$ cat config.mk
export PLATFORM = sky130hd
export DESIGN_NAME = counter_led_blink
export DESIGN_NICKNAME = d
export VERILOG_FILES = /design/src/rtl/counter_led_pkg.sv /design/src/rtl/mod_counter.sv /design/src/rtl/counter_led_blink.sv
export SDC_FILE = /design/constraint.sdc
export NUM_CORES = 1
export LEC_CHECK = 0
export CORE_AREA = 4 4 41 43
export CTS_CLUSTER_SIZE = 14
export DETAILED_ROUTE_END_ITERATION = 6
export DIE_AREA = 0 0 45 47
export SLEW_MARGIN = 20
export SYNTH_ARGS = -nofsm -noshare
export SYNTH_HDL_FRONTEND = slang
export SYNTH_SLANG_ARGS = --single-unit
$ cat constraint.sdc
create_clock -name sys_clk -period 1.1 [get_ports sys_clk]
set_input_delay 0.22 -clock sys_clk [delete_from_list [all_inputs] [get_ports sys_clk]]
set_output_delay 0.22 -clock sys_clk [all_outputs]
set_load 0.1 [all_outputs]
$ cat src/rtl/counter_led_pkg.sv
// Shared constants for the LED blink counter.
package counter_led_pkg;

  localparam int unsigned CNT_MAX_DEFAULT  = 49;
  localparam logic        LED_INIT_DEFAULT = 1'b0;
  localparam int unsigned SYS_CLK_HZ       = 50_000_000;

endpackage

$ cat src/rtl/mod_counter.sv
// Free-running modulo-(MAX+1) counter with a combinational wrap flag.
module mod_counter #(
  parameter int unsigned MAX = 49,
  parameter int unsigned W   = 6
) (
  input  logic         clk,
  input  logic         rst,
  output logic [W-1:0] cnt,
  output logic         wrap
);

  logic [W-1:0] r_cnt;
  logic [W-1:0] w_cnt_next;

  // Flag the terminal count so the parent can toggle on the same edge.
  always_comb begin
    wrap       = (r_cnt == W'(MAX));
    w_cnt_next = wrap ? '0 : r_cnt + W'(1);
  end

  // Count state; synchronous reset restarts from zero.
  always_ff @(posedge clk) begin
    if (rst) begin
      r_cnt <= '0;
    end else begin
      r_cnt <= w_cnt_next;
    end
  end

  assign cnt = r_cnt;

endmodule

$ cat src/rtl/counter_led_blink.sv
// LED blinker: toggles led_out each time a modulo-(CNT_MAX+1) counter wraps.
// Optional feature macro: COUNTER_LED_TICK_EN adds the registered cnt_tick output.
module counter_led_blink
  import counter_led_pkg::*;
#(
  parameter int unsigned CNT_MAX  = CNT_MAX_DEFAULT,
  parameter int unsigned CNT_W    = $clog2(CNT_MAX + 1),
  parameter logic        LED_INIT = LED_INIT_DEFAULT
) (
  input  logic             sys_clk,
  input  logic             sys_rst,
  output logic             led_out,
  output logic [CNT_W-1:0] cnt
`ifdef COUNTER_LED_TICK_EN
  ,
  output logic             cnt_tick
`endif
);

  logic w_wrap;
  logic r_led;

  mod_counter #(
    .MAX (CNT_MAX),
    .W   (CNT_W)
  ) u_mod_counter (
    .clk  (sys_clk),
    .rst  (sys_rst),
    .cnt  (cnt),
    .wrap (w_wrap)
  );

  // LED flips on every wrap; reset wins over a coincident wrap.
  always_ff @(posedge sys_clk) begin
    if (sys_rst) begin
      r_led <= LED_INIT;
    end else if (w_wrap) begin
      r_led <= ~r_led;
    end
  end

  assign led_out = r_led;

`ifdef COUNTER_LED_TICK_EN
  logic r_tick;

  // One-cycle pulse aligned with the cycle where cnt returns to zero.
  always_ff @(posedge sys_clk) begin
    if (sys_rst) begin
      r_tick <= 1'b0;
    end else begin
      r_tick <= w_wrap;
    end
  end

  assign cnt_tick = r_tick;
`endif

endmodule

==> out/results.ini <==
[critical_path]
slowest_stage=dfxtp_4
endpoint=cnt[1]
r2r_start=u_mod_counter.cnt[1]
end_kind=primary output
max_stage_delay_ps=350
crit_required_ps=880
critPathLaunchType=register
rr_worst_depth=5
crit_fanout=3
path_cells=buf_4 > buf_12
worstPathArrival_ps=910
critPathLaunch=u_mod_counter.cnt[1]
regToRegEndpoint=led_out
rrSetupSlack_ps=-30
critPathKind=register to primary output

[logic_synthesis]
yosys.area.top_type=dfxtp_1
avgSynthCellArea_um2=10.35
synth_mux_area_share_pct=0
yosysTopAreaCellShare_pct=46.67
synth_seq_area_share_pct=46.67
yosys_warnings=0
syn-cell-area_um2=300.3
synth-seq-cells=7
synthXorXnorAreaFrac_pct=8.750
synth_top_family_by_area=simple AND/OR/NAND/NOR gates
ys_types=15
synth_fa_ha_area_share_pct=8.333
synthTopCellsByArea=dfxtp_1 47%, ha_1 8.3%, nand4b_4 7.9%
synth_compound_area_share_pct=10.42
synthesis.instances=29
synthSimpleGateAreaFrac_pct=24.58
synth_nets=33

[clock_tree]
cts_hold_buf=0
clockBufferDepth=2
cts.sinks=7
clk_latency_ps=250
cts-buffers-inserted=3
post_cts_buffers=0
cts_tree=done
cts.root.buffer_cell=clkbuf_4
clkTransAtPathRegs_ps=50
htreeDepth=1

[cells_and_area]
fillerInstances=130
multi_input_area_um2=178.9
area_growth_pct=87.50
nNetsFinal=48
fin_cells=58
regArea_um2=163.9
fin_util_pct=43.27
antenna_cells=0
drive_gt1_share_pct=62.79

[sta]
finalHoldViolCount=0
min_period_ps=1130
slew_headroom_pct=80.33
timing.hold.ws_ps=533.7
drv_slew=0
setup_slack_ps=-30.12
max_freq_ghz=0.8849
clock_skew_ps=2.597
finalSetupViolations=4
finalCritPeriodShare_pct=102.7
tightest_slew_ps=294.8
rsz0062_at_grt=yes
fin_tns_setup_ps=-74.90

[status]
status=finished with violations
violations=negative setup slack

[routing]
drtIter0Drc=4
antenna_left=0
post_drt_wl_per_cell_um=10.02
drc_errors=0
drt-total-wl_um=581
routed_via_density=4.310
vias=250
first_pass_iters=2

[pwr]
power_switching_uw=204.3
power_density_nw_per_um2=1179
internal_power_uw=459.4
leakage_uw=0.0002422
combinationalPowerShare_pct=24.2
sw_frac_of_total_pct=30.78
power.total_uw=663.7
p_clk_share_pct=35.0
seq_power_share_pct=40.7
peakVddDrop_mv=0.5733

[floorplan]
chipHeight_um=47
rows=13
die_w_um=45
coreArea_um2=1301
io_pins=9
initial_core_util_pct=23.08
die_area_um2=2115

[grt]
grt_max_degree=8
grt_pass1_vias=243
grt_pass1_wl_mm=1.021
grt_overflow=0
grt_usage_pct=7.510
antenna_found_initial=0

[place]
dp_hpwl_um=424.3
routabilityCongestion=0.6340
placed_cells_incl_taps=54
numPortBuffers=8

[run]
max-cap-violations=0

[hold_path]
hp-class=register to register

[worst max-delay path: cells and delay by family (launching register included)]
family	cells	cell delay, ps
buffers and inverters	2	310
DFF	1	350
[how the worst min path moves through the flow]
| stage | from | end | slack, ps | cells past startpoint |
|---|---|---|---|---|
| finish | led_out | led_out | 530 | 2 |
| global route | sys_rst | led_out | 550 | 2 |
| CTS | led_out | led_out | 500 | 2 |
| detailed placement | led_out | led_out | 490 | 2 |
| global placement | led_out | led_out | 480 | 2 |
| floorplan | sys_rst | led_out | 280 | 1 |
[layer usage]
| metal | wire length [µm] | part of all wire, % | global-route usage (%) |
|---|---|---|---|
| met1 | 262 | 45 | 8.428 |
| met2 | 233 | 40 | 9.322 |
| met3 | 62 | 11 | 4.981 |
| met4 | 22 | 3.8 | 7.018 |
| met5 | 0 | 0 | 0 |
[through the flow]
step           worst slack [ps]  area [µm²]
3_5_place_dp             -70.60       524.3
6_report                 -30.12       563.0
4_1_cts                  -36.76       554.3
2_1_floorplan            -231.2       340.3
5_1_grt                  -78.23       563.0
3_3_place_gp             -42.39       524.3
[synth_stat cells, drive strengths merged]
cell type  n
a21oi      2
dfxtp      7
ha         2
inv        1
nand2      1
nand3      2
nand4b     1
nor2       5
o21ai      2
o21bai     1
or3        2
xnor2      1
xor2       2
[state kept, by name, summed over array words and instances, names as in the netlist]
register / count
led_out: 1
u_mod_counter.cnt: 6
[kinds of logic (layout without fill, tap and decap cells)]
kind of cell,after synthesis,count (layout)
buffers and inverters,1,15
xor gates and xnor gates,3,3
DFF,7,7
AOI/OAI and AO/OA,5,5
adders and majority gates,2,2
and+or+nand+nor,11,11
[final cells by class]
| cell class | instances | share of cell area [%] |
|---|---|---|
| Multi-Input combinational cell | 21 | 31.78 |
| Clock buffer | 4 | 4.667 |
| Timing Repair Buffer | 10 | 30.00 |
| Inverter | 1 | 1.111 |
| Tap cell | 15 | 3.333 |
| Sequential cell | 7 | 29.11 |
[cells in the final DEF, fill, tap and decap left out, types with 2 or more instances in the layout]
cell type,count
nor2_1,5
clkbuf_4,3
buf_12,7
or3_1,2
o21ai_0,2
a21oi_2,2
xor2_1,2
dfxtp_4,6
[timing repair]
item / 4_1_cts / 5_1_grt
endpoints found under the setup margin: 9 / 9
pin swaps: 1 / 0
gates resized for setup: 2 / 3
[power by group through the flow]
| stage | clock [µW] | sequential (µW) | combinational, µW |
|---|---|---|---|
| 2_1_floorplan | 0 | 341 | 28.6 |
| 3_3_place_gp | 0 | 273 | 159 |
| 3_5_place_dp | 0 | 273 | 158 |
| 4_1_cts | 245 | 269 | 161 |
| 5_1_grt | 262 | 272 | 171 |
| 6_report | 233 | 270 | 161 |
No activity file was read; power rests on OpenSTA's default activity.
